==> config.mk <==
export PLATFORM = sky130hd
export DESIGN_NAME = instr_fetch_queue
export DESIGN_NICKNAME = d
export VERILOG_FILES = /design/src/rtl/instr_fetch_queue.sv
export SDC_FILE = /design/constraint.sdc
export NUM_CORES = 1
export LEC_CHECK = 0
export CAP_MARGIN = 10
export CORE_MARGIN = 3
export CORE_UTILIZATION = 25
export DETAILED_ROUTE_END_ITERATION = 10
export SYNTH_ARGS = -nofsm -noshare
export SYNTH_HDL_FRONTEND = slang
export SYNTH_SLANG_ARGS = --single-unit
==> constraint.sdc <==
create_clock -name clk -period 6.5 [get_ports clk]
set_input_delay 0.975 -clock clk [delete_from_list [all_inputs] [get_ports clk]]
set_output_delay 0.975 -clock clk [all_outputs]
set_load 0.005 [all_outputs]
==> src/rtl/instr_fetch_queue.sv <==
// Instruction fetch queue: circular FIFO of {pc, instr} with show-ahead head
// decode into RV32I fields. Flush drops all entries for redirects.
module instr_fetch_queue #(
   parameter int DEPTH  = 4,
   parameter int DATA_W = 32,
   parameter int ADDR_W = 32
) (
   input  logic                     clk,
   input  logic                     rst,
   input  logic                     in_valid,
   output logic                     in_ready,
   input  logic [DATA_W-1:0]        in_instr,
   input  logic [ADDR_W-1:0]        in_pc,
   input  logic                     flush,
   output logic                     out_valid,
   input  logic                     out_ready,
   output logic [DATA_W-1:0]        instr31_0,
   output logic [6:0]               opcode,
   output logic [4:0]               rd,
   output logic [2:0]               funct3,
   output logic [4:0]               rs1,
   output logic [4:0]               rs2,
   output logic [6:0]               funct7,
   output logic [ADDR_W-1:0]        pc,
   output logic                     illegal,
   output logic [$clog2(DEPTH):0]   count
);

   localparam int PTR_W = $clog2(DEPTH);
   localparam int CNT_W = PTR_W + 1;

   logic [DATA_W-1:0] instr_mem_q [DEPTH];
   logic [ADDR_W-1:0] pc_mem_q    [DEPTH];

   logic [PTR_W-1:0]  wr_ptr_q, wr_ptr_d;
   logic [PTR_W-1:0]  rd_ptr_q, rd_ptr_d;
   logic [CNT_W-1:0]  count_q, count_d;

   logic              push;
   logic              pop;
   logic [DATA_W-1:0] head_instr;

   assign in_ready  = (count_q != CNT_W'(DEPTH));
   assign out_valid = (count_q != '0);
   assign push      = in_valid && in_ready && !flush;
   assign pop       = out_valid && out_ready && !flush;

   always_comb begin
      wr_ptr_d = wr_ptr_q;
      rd_ptr_d = rd_ptr_q;
      count_d  = count_q;
      if (flush) begin
         wr_ptr_d = '0;
         rd_ptr_d = '0;
         count_d  = '0;
      end else begin
         if (push) wr_ptr_d = wr_ptr_q + PTR_W'(1);
         if (pop)  rd_ptr_d = rd_ptr_q + PTR_W'(1);
         unique case ({push, pop})
            2'b10:   count_d = count_q + CNT_W'(1);
            2'b01:   count_d = count_q - CNT_W'(1);
            default: count_d = count_q;
         endcase
      end
   end

   always_ff @(posedge clk or negedge rst) begin
      if (!rst) begin
         wr_ptr_q <= '0;
         rd_ptr_q <= '0;
         count_q  <= '0;
      end else begin
         wr_ptr_q <= wr_ptr_d;
         rd_ptr_q <= rd_ptr_d;
         count_q  <= count_d;
      end
   end

   // Storage is left uncleared; head outputs are gated by out_valid instead.
   always_ff @(posedge clk) begin
      if (push) begin
         instr_mem_q[wr_ptr_q] <= in_instr;
         pc_mem_q[wr_ptr_q]    <= in_pc;
      end
   end

   assign head_instr = out_valid ? instr_mem_q[rd_ptr_q] : '0;
   assign pc         = out_valid ? pc_mem_q[rd_ptr_q] : '0;
   assign instr31_0  = head_instr;
   assign opcode     = head_instr[6:0];
   assign rd         = head_instr[11:7];
   assign funct3     = head_instr[14:12];
   assign rs1        = head_instr[19:15];
   assign rs2        = head_instr[24:20];
   assign funct7     = head_instr[31:25];
   assign illegal    = out_valid && (head_instr[1:0] != 2'b11);
   assign count      = count_q;

endmodule

==> key figures, run 1 <==
Yosys
  – Combinational family with the most area after synthesis: multiplexers
  – Post-synth ARST share: 2.66%
  – Sequential-to-total area share from yosys stat: 75.2%
  – Number of synthesized register bits: 263
  – Synthesized net count: 577
  – Simple-gate share of the synthesized area: 5.33%
  – Avg Synthesized Cell Area: 20.8 um2
  – Proportion of synthesized area in mux cells: 13.9%
  – Cell area after synthesis: 0.0105 mm2
  – Compound-gate portion of the synthesized area: 0.742%
  – Unique masters post-synth: 34
  – Ys flop type: edfxtp_1
  – Synthesis Warnings: 0
  – Synth Area in XOR/XNOR: 0.335%
  – Number of flops mapped to enable cells by yosys: 256
  – Post-Synthesis Cells: 503
  – Synth Area in Adders: 0.670%

Clock network
  – Clock-pin slew on the worst setup and hold paths: 0.06 ns
  – Clock Tree Buf Depth: 3
  – Clk Tree Root Cell: clkbuf_16
  – Setup Buffers After CTS: 0
  – Post-CTS sizing: 0
  – Inserted Clock Buffers: 28
  – Insertion delay to the later sink of the worst-skew pair: 0.56 ns
  – # hold bufs at CTS: 0
  – H-tree levels: 1
  – TritonCTS clock tree: yes
  – Clk sinks: 263

STA
  – Clock Skew: 0.0209 ns
  – Final setup viols: 0
  – Setup_tns: 0 ns
  – Max-slew headroom: 30.0%
  – Minimum clock period: 4.20 ns
  – Final period util: 64.6%
  – Final slew viol count: 0
  – Worst setup margin: 2.30 ns
  – Least-Margin Pin Slew: 1.05 ns
  – Fin. Hold Viols: 0
  – Maximum clock rate: 0.238 GHz
  – Unrepaired setup endpoints after global routing: false

Power and ir drop
  – Pleak: 4.17 nW
  – Overall Power: 4.56 mW
  – PD cells: 341 mW/mm2
  – VDD IR max: 0.221 mV

Floorplan
  – Starting Density: 25.4%
  – Core Box Area: 0.0411 mm2
  – Die Y: 210 um
  – Die width: 210 um
  – Area of the die: 0.0443 mm2
  – # IOs: 171
  – Row count: 74

Drt
  – DRC Markers: 0
  – DR vias/cell: 4.16
  – Final WL: 21900 um
  – Detailed Route Iter0 Violations: 190
  – ANT nets after route: 0
  – Via count: 5023
  – Drt pass-1 iters: 6
  – DR WL/cell: 18.2 um

Worst setup path
  – Crit-path cells: buf_4 > mux4_2 > a21oi_1 > clkdlybuf4s50_1
  – CP max stage delay: 0.75 ns
  – R2r setup slk: 3.30 ns
  – CP bufs+invs: 2
  – RR Endpoint: count[2]
  – RR Startpoint: count[0]
  – Worst Path Max Fanout: 24
  – Crit path capture type: output port
  – CP max-delay cell: dfrtp_4
  – Setup crit start kind: flip-flop
  – CP Class: reg -> out
  – Worst reg2reg path depth: 9
  – WP data required: 5.52 ns
  – WP data arrival: 3.22 ns
  – Crit path max-delay family: buffers and inverters

Cells and area
  – Final core utilization: 32.5%
  – NumNets Final: 727
  – Layout cells sized above 1: 17.5%
  – Area of the multi-input gates: 0.00221 mm2
  – Area Growth Syn to Fin: 27.9%
  – Reg area: 0.00787 mm2
  – Filler cells: 3953

GRT
  – Initial antenna violation count: 2
  – Global-route wire length before repair: 33500 um
  – Pin count of the biggest net entering global routing: 66
  – Tot GR Track Use: 9.85%
  – GRT overflow: 0
  – Vias in the first global route: 5470

Job
  – Max Cap Viol: 0

Placed design
  – IO Port Bufs: 170
  – Post-Place Worst Slack: 2.73 ns
  – Gp weighted congestion: 0.691
  – HPWL Detailed: 13100 um

Worst hold path
  – Worst hold path class: reg -> reg
  – Hold Path Stages: 2
  – Min-Delay Endpoint: wr_ptr_q[1]
  – Worst Hold Launch: wr_ptr_q[1]

Outcome
  – Outcome: completed
==> kinds of logic (layout without fill, tap and decap cells) <==
group	Yosys count	in the layout
compound gates	11	11
xor+xnor	4	4
fa+ha+maj	5	5
buf+inv	62	234
flops	263	263
mux	65	65
other cells	0	1
simple gates	93	93
==> sequential cells by signal, indices dropped and copies added, names as in the netlist <==
| register | cells |
|---|---|
| wr_ptr_q | 2 |
| pc_mem_q | 128 |
| rd_ptr_q | 2 |
| count | 3 |
| instr_mem_q | 128 |
==> metrics by stage <==
step                      hold slack [ns]  instance area, um2  instances
after floorplan                     0.543               10500        503
after global placement              0.575               12500       1155
after detailed placement            0.582               12500       1155
after CTS                           0.591               13400       1207
after global routing                0.605               13400       1207
final                               0.591               13400       1208
==> cell usage after synthesis (3+ instances only) <==
| master | count | area share [%] |
|---|---|---|
| inv_1 | 4 | 0.14 |
| nand2_1 | 6 | 0.22 |
| xor2_1 | 3 | 0.25 |
| a21oi_1 | 4 | 0.19 |
| and3_1 | 4 | 0.24 |
| buf_4 | 33 | 2.4 |
| edfxtp_1 | 256 | 74 |
| nand3_1 | 3 | 0.14 |
| buf_6 | 4 | 0.43 |
| mux4_2 | 64 | 14 |
| nor2_1 | 6 | 0.22 |
| and2_1 | 64 | 3.8 |
| buf_2 | 9 | 0.43 |
| clkbuf_1 | 11 | 0.40 |
| ha_1 | 4 | 0.48 |
| dfrtp_1 | 7 | 1.7 |
==> worst register-to-register path, cell delays in order (launching register included) <==
cell and delay [ns]:
dfrtp_1 0.51, nor3_2 0.38, inv_2 0.29, buf_4 0.37
nand2_1 0.20, nor3_1 0.08, fa_1 0.43, or4_1 0.54
a21o_1 0.19, a31oi_1 0.14
==> worst max path at each step <==
stage                      from                end  cells past startpoint
floorplan              in_valid  instr_mem_q[0][0]                      3
global placement       in_valid    pc_mem_q[3][16]                      4
detailed placement     in_valid    pc_mem_q[1][16]                      4
CTS                 rd_ptr_q[0]            illegal                      4
global route        rd_ptr_q[0]            illegal                      4
finish              rd_ptr_q[0]            illegal                      4
==> cells in the final DEF, fill, tap and decap left out, types with 3 or more instances in the layout <==
master           count
xor2_1               3
inv_1                3
clkbuf_16           28
mux4_2              64
nand3_1              3
nor2_1               6
edfxtp_1           256
clkinv_2             4
ha_1                 4
and2_1              64
and3_4               4
clkinv_1             9
buf_4                7
clkbuf_1             6
dfrtp_1              5
clkdlybuf4s50_1    170
a21oi_1              4
nand2_1              6
==> routing by layer <==
layer	GRT usage, %	share of wire (%)
met3	3.13	7.6
met4	2.84	2.9
met5	0	0.14
met1	12.4	42
met2	16.5	48
==> area by class of cell <==
type / count / share of cell area (%)
clock inverter: 18 / 0.945
inverter: 5 / 0.140
sequential: 263 / 58.9
timing repair buffer: 177 / 13.1
multi-input combinational: 178 / 16.5
tap: 532 / 4.98
clock buffer: 34 / 5.41
antenna: 1 / 0.0187
==> report_power, final <==
| group | internal (mW) | switching, mW |
|---|---|---|
| Combinational | 0.667 | 0.416 |
| Sequential | 1.94 | 0.0711 |
| Clock | 0.831 | 0.636 |
Power figures use the tool's default switching activity.
==> run 2: changes to the inputs <==
==> constraint.sdc (replaced) <==
create_clock -name clk -period 4.3 [get_ports clk]
set_input_delay 0.645 -clock clk [delete_from_list [all_inputs] [get_ports clk]]
set_output_delay 0.645 -clock clk [all_outputs]
set_load 0.005 [all_outputs]
==> run 2 against run 1 <==
  * Count of clock-buffer cells in the layout up 3
  * Clock power up 60%
  * Hold slack worse by 0.21 ns
  * Via count up 2.2%
  * Register-to-register slack worse by 2.1 ns
  * Non-clock buffer count up 2
  * Final cell count down 0.17%
  * Highest routed layer unchanged
==> key figures, run 2 (synthesized netlist as in run 1, its figures left out) <==
Outcome
  – Outcome: completed (unchanged)

GRT
  – Initial antenna violation count: 2 (unchanged)
  – Global-route wire length before repair: 34100 um (was 33500 um)
  – Vias in the first global route: 5627 (was 5470)
  – GRT overflow: 0 (unchanged)
  – Pin count of the biggest net entering global routing: 52 (was 66)
  – Tot GR Track Use: 10.0% (was 9.85%)

Placed design
  – HPWL Detailed: 13100 um (about the same)
  – IO Port Bufs: 170 (unchanged)
  – Gp weighted congestion: 0.654 (was 0.691)
  – Post-place instance area: 0.0126 mm2 (was 0.0125 mm2)

Clock network
  – H-tree levels: 1 (unchanged)
  – Clock Tree Buf Depth: 3 (unchanged)
  – Setup Buffers After CTS: 0 (unchanged)
  – Clk Tree Root Cell: clkbuf_16 (unchanged)
  – Clock-pin slew on the worst setup and hold paths: 0.06 ns (about the same)
  – Inserted Clock Buffers: 29 (was 28)
  – Post-CTS sizing: 0 (unchanged)
  – # hold bufs at CTS: 0 (unchanged)
  – Clk sinks: 263 (unchanged)
  – Insertion delay to the later sink of the worst-skew pair: 0.55 ns (was 0.56 ns)
  – TritonCTS clock tree: yes (unchanged)

Floorplan
  – # IOs: 171 (unchanged)
  – Starting Density: 25.4% (unchanged)
  – Core Box Area: 0.0411 mm2 (unchanged)
  – Area of the die: 0.0443 mm2 (unchanged)
  – Die width: 210 um (unchanged)
  – Die Y: 210 um (unchanged)
  – Row count: 74 (unchanged)

Cells and area
  – Post-route cell area: 0.0135 mm2 (was 0.0134 mm2)
  – Layout cells sized above 1: 17.8% (was 17.5%)
  – Area Growth Syn to Fin: 29.1% (was 27.9%)
  – Most frequent cells in the layout: 256 x edfxtp_1, 170 x clkdlybuf4s50_1, 64 x mux4_2, 64 x and2_1, 29 x clkbuf_16 (was 256 x edfxtp_1, 170 x clkdlybuf4s50_1, 64 x mux4_2, 64 x and2_1, 28 x clkbuf_16)
  – Most common cell after layout, fill and taps aside: edfxtp_1 (unchanged)
  – Antenna Cells: 0 (was 1)
  – Filler cells: 3985 (was 3953)
  – NumNets Final: 730 (was 727)

Worst setup path
  – CP max stage delay: 0.81 ns (was 0.75 ns)
  – Crit path capture type: output port (unchanged)
  – CP max-delay cell: dfrtp_4 (unchanged)
  – RR Endpoint: count[1] (was count[2])
  – CP Capture Point: pc[20] (was illegal)
  – RR Startpoint: count[0] (unchanged)
  – Critical path startpoint: rd_ptr_q[0] (unchanged)
  – R2r setup slk: 1.22 ns (was 3.30 ns)
  – WP data required: 3.65 ns (was 5.52 ns)
  – Crit path max-delay family: buffers and inverters (unchanged)
  – Number of cells on the critical path: 4 (unchanged)
  – Worst reg2reg path depth: 8 (was 9)
  – CP Class: reg -> out (unchanged)
  – Setup crit start kind: flip-flop (unchanged)
  – WP data arrival: 2.98 ns (was 3.22 ns)
  – Worst Path Max Fanout: 27 (was 24)
  – Crit-path cells: buf_4 > mux4_2 > and2_1 > clkdlybuf4s50_1 (was buf_4 > mux4_2 > a21oi_1 > clkdlybuf4s50_1)
  – CP bufs+invs: 2 (unchanged)

Drt
  – Detailed Route Iter0 Violations: 227 (was 190)
  – DRC Markers: 0 (unchanged)
  – Via count: 5134 (was 5023)
  – DR vias/cell: 4.26 (was 4.16)
  – Drt pass-1 iters: 4 (was 6)
  – DR WL/cell: 18.6 um (was 18.2 um)
  – Final WL: 22400 um (was 21900 um)
  – ANT nets after route: 0 (unchanged)

STA
  – Final setup viols: 0 (unchanged)
  – Fin. Hold Viols: 0 (unchanged)
  – Maximum clock rate: 0.276 GHz
  – Minimum clock period: 3.62 ns
  – Unrepaired setup endpoints after global routing: false (unchanged)
  – Clock Skew: 0.0206 ns (was 0.0209 ns)
  – Final slew viol count: 0 (unchanged)
  – Max-slew headroom: 39.0% (was 30.0%)
  – Final period util: 84.2%
  – Least-Margin Pin Slew: 0.913 ns (was 1.05 ns)
  – Setup_tns: 0 ns (unchanged)

Power and ir drop
  – Overall Power: 7.05 mW (was 4.56 mW)
  – PD cells: 523 mW/mm2 (was 341 mW/mm2)
  – Pleak: 4.21 nW (was 4.17 nW)
  – VDD IR max: 0.289 mV (was 0.221 mV)

Job
  – Max Cap Viol: 0 (unchanged)

Worst hold path
  – Worst hold path class: in -> async (was reg -> reg)
## run 2: cell count changes in the layout (fill, tap and decap cells not counted), sizes merged
cell	before	now
bufinv	1	3
clkbuf	34	37
diode	1	0
clkinvlp	0	1
buf	7	9
clkinv	16	7
## run 2: power breakdown
group          switching, mW  leakage [nW]  internal, mW
sequential            0.0956          2.41          2.93
combinational          0.644          1.36          1.02
clock                  0.947         0.432          1.41
total                   1.69          4.21          5.36
## run 2: how the worst min path moves through the flow
stage	end	slack [ns]	cells past startpoint	from
detailed placement	wr_ptr_q[1]	0.58	2	wr_ptr_q[1]
finish	count[2]	0.38	1	rst
global placement	wr_ptr_q[1]	0.57	2	wr_ptr_q[1]
global route	count[2]	0.36	1	rst
floorplan	count[0]	0.35	0	rst
CTS	count[2]	0.35	1	rst
## run 2: layout make-up
class                      count  area (um2)  share of cell area [%]
tap                          532         666                    4.93
multi-input combinational    178        2210                    16.4
clock buffer                  37         756                    5.60
clock inverter                12         136                    1.01
timing repair buffer         179        1830                    13.6
sequential                   263        7870                    58.3
inverter                       5        18.8                   0.139
## run 2: per-layer routing
metal	vias up	global-route usage, %	part of all wire [%]
met2	167	16.8	48
met4	4	2.84	2.2
li1	2273	-	-
met1	2649	13.1	43
met3	41	2.37	6.7
met5	-	0	0.12
## run 2: stage by stage
step	hold slack (ns)	setup slack [ns]	instances	utilization, %
5_1_grt	0.360	0.436	1206	32.8
3_3_place_gp	0.566	1.13	1157	30.6
2_1_floorplan	0.349	1.24	503	-
3_5_place_dp	0.580	1.11	1157	30.6
4_1_cts	0.346	0.541	1206	32.8
6_report	0.381	0.679	1206	32.8
==> run 3: changes to the inputs <==
==> constraint.sdc (replaced) <==
create_clock -name clk -period 3.36 [get_ports clk]
set_input_delay 0.504 -clock clk [delete_from_list [all_inputs] [get_ports clk]]
set_output_delay 0.504 -clock clk [all_outputs]
set_load 0.005 [all_outputs]
==> run 3 against run 2 <==
  * Final cell count increased by 1.1%
  * Global-route usage shrank 0.11 points
  * First-iteration DRC count rose by 8.8%
  * Via count rose by 0.51%
  * Die area is the same
  * Critical path depth unchanged
  * Worst setup slack worse by 0.40 ns
  * Critical endpoint is now pc[13]
  * Critical path type unchanged
  * Clock power increased by 30%
  * Register-to-register slack worse by 0.42 ns
==> key figures, run 3 (synthesized netlist as in run 1, its figures left out) <==
Cells and area
  – Most frequent cells in the layout: 256 x edfxtp_1, 170 x clkdlybuf4s50_1, 64 x mux4_2, 64 x and2_1, 29 x clkbuf_16 (unchanged)
  – Layout cells sized above 1: 19.4% (was 17.8%)
  – Antenna Cells: 0 (unchanged)
  – Area of the multi-input gates: 0.00221 mm2 (unchanged)
  – Filler cells: 3979 (was 3985)
  – Most common cell after layout, fill and taps aside: edfxtp_1 (unchanged)
  – Reg area: 0.00787 mm2 (unchanged)
  – Final Non-Filler Cells: 1219 (was 1206)
  – NumNets Final: 742 (was 730)
  – Area Growth Syn to Fin: 31.2% (was 29.1%)

Power and ir drop
  – Pleak: 4.31 nW (was 4.21 nW)
  – Logic pwr share: 24.6% (was 23.6%)
  – Internal power: 7.00 mW (was 5.36 mW)
  – PD cells: 667 mW/mm2 (was 523 mW/mm2)
  – VDD IR max: 0.359 mV (was 0.289 mV)
  – Flop pwr share: 42.1% (was 43.0%)
  – Sw Share: 23.6% (was 23.9%)
  – Sw power: 2.16 mW (was 1.69 mW)
  – Clock network power share: 33.3% (was 33.4%)

Drt
  – DR vias/cell: 4.23 (was 4.26)
  – ANT nets after route: 0 (unchanged)
  – DR WL/cell: 18.3 um (was 18.6 um)
  – DRC Markers: 0 (unchanged)
  – Via count: 5160 (was 5134)
  – Final WL: 22300 um (was 22400 um)
  – Detailed Route Iter0 Violations: 247 (was 227)
  – Drt pass-1 iters: 4 (unchanged)

STA
  – Setup_tns: 0 ns (unchanged)
  – Final period util: 91.8%
  – Fin. Hold Viols: 0 (unchanged)
  – Minimum clock period: 3.08 ns
  – Maximum clock rate: 0.324 GHz
  – Least-Margin Pin Slew: 0.446 ns (was 0.913 ns)
  – Unrepaired setup endpoints after global routing: false (unchanged)
  – Max-slew headroom: 69.5% (was 39.0%)
  – Final setup viols: 0 (unchanged)
  – Final slew viol count: 0 (unchanged)
  – Clock Skew: 0.0168 ns (was 0.0206 ns)

Worst setup path
  – CP Class: reg -> out (unchanged)
  – Crit-path cells: buf_12 > mux4_2 > and2_1 > clkdlybuf4s50_1 (was buf_4 > mux4_2 > and2_1 > clkdlybuf4s50_1)
  – Setup crit start kind: flip-flop (unchanged)
  – CP max-delay cell: dfrtp_4 (unchanged)
  – WP data required: 2.86 ns (was 3.65 ns)
  – Crit path capture type: output port (unchanged)
  – CP max stage delay: 0.65 ns (was 0.81 ns)
  – WP data arrival: 2.58 ns (was 2.98 ns)
  – Worst Path Max Fanout: 14 (was 27)

Job
  – Max Cap Viol: 0 (unchanged)

Clock network
  – # hold bufs at CTS: 0 (unchanged)
  – Clk sinks: 263 (unchanged)
  – Clock-pin slew on the worst setup and hold paths: 0.06 ns (about the same)
  – Clock Tree Buf Depth: 3 (unchanged)
  – H-tree levels: 1 (unchanged)
  – Post-CTS sizing: 0 (unchanged)
  – Insertion delay to the later sink of the worst-skew pair: 0.54 ns (was 0.55 ns)
  – Inserted Clock Buffers: 28 (was 29)
  – TritonCTS clock tree: yes (unchanged)
  – Clk Tree Root Cell: clkbuf_16 (unchanged)

Worst hold path
  – Worst hold path class: in -> async (unchanged)

Floorplan
  – Die width: 210 um (unchanged)
  – # IOs: 171 (unchanged)
  – Die Y: 210 um (unchanged)
  – Area of the die: 0.0443 mm2 (unchanged)
  – Starting Density: 25.4% (unchanged)
  – Row count: 74 (unchanged)
  – Core Box Area: 0.0411 mm2 (unchanged)

GRT
  – Tot GR Track Use: 9.89% (was 10.0%)
  – Initial antenna violation count: 2 (unchanged)
  – GRT overflow: 0 (unchanged)
  – Global-route wire length before repair: 33600 um (was 34100 um)
  – Pin count of the biggest net entering global routing: 37 (was 52)
  – Vias in the first global route: 5619 (was 5627)

Placed design
  – IO Port Bufs: 170 (unchanged)
  – HPWL Detailed: 13800 um (was 13100 um)
  – Gp weighted congestion: 0.670 (was 0.654)
  – DP Cell Count: 1169 (was 1157)

Outcome
  – Outcome: completed (unchanged)
[run 3: path summary, 6_finish.rpt]
path,start,end,slack (ns),cells after the start
setup / recovery,rd_ptr_q[0],pc[13],0.28,4
hold / removal,rst,count[2],0.26,1
setup reg to reg,count[0],count[2],0.80,8
hold reg to reg,wr_ptr_q[1],wr_ptr_q[1],0.59,2
max in group asynchronous,rst,rd_ptr_q[0],2.80,1
min in group clk,wr_ptr_q[1],wr_ptr_q[1],0.59,2
[run 3: area by class of cell]
cell class,count,area share (%)
repair buffers,192,14.9
multi-input cells,178,16.1
well taps,532,4.85
clock buffers,33,5.40
clock inverters,16,1.26
flip-flops and latches,263,57.4
inverters,5,0.137
[run 3: metal layers]
layer,part of all wire (%),wire length (um),GRT usage (%),up-vias
met3,6.4,1430,2.32,35
met2,48,10800,16.7,174
met4,2.4,532,3.14,4
met5,0.10,23,0,-
met1,43,9560,12.7,2652
li1,-,-,-,2295
[run 3: critical path, delay by kind of cell (launching register included)]
kind	cells	cell delay, ns
buffers and inverters	2	0.68
flip-flops	1	0.65
multiplexers	1	0.50
AND/OR/NAND/NOR	1	0.20
[run 3: per-stage QoR]
step	utilization (%)	power [mW]	setup WS [ns]	cell area [um2]	hold WS, ns
4_1_cts	33.3	9.32	0.0402	13700	0.236
6_report	33.4	9.15	0.275	13700	0.256
3_5_place_dp	31.1	6.21	0.635	12800	0.576
2_1_floorplan	-	5.06	0.443	10500	0.208
5_1_grt	33.4	9.60	0.135	13700	0.239
3_3_place_gp	31.1	6.21	0.640	12800	0.567
[run 3: power by group through the flow]
stage               registers, mW  clock network [mW]  logic [mW]
floorplan                    3.86                   0        1.20
global route                 3.87                3.28        2.46
finish                       3.85                3.05        2.26
CTS                          3.87                3.17        2.28
global placement             3.93                   0        2.27
detailed placement           3.94                   0        2.27
[run 3: what timing repair did]
item,CTS,global route
buffers inserted,0,1
setup endpoints to repair,0,10
endpoints found under the hold margin,0,0
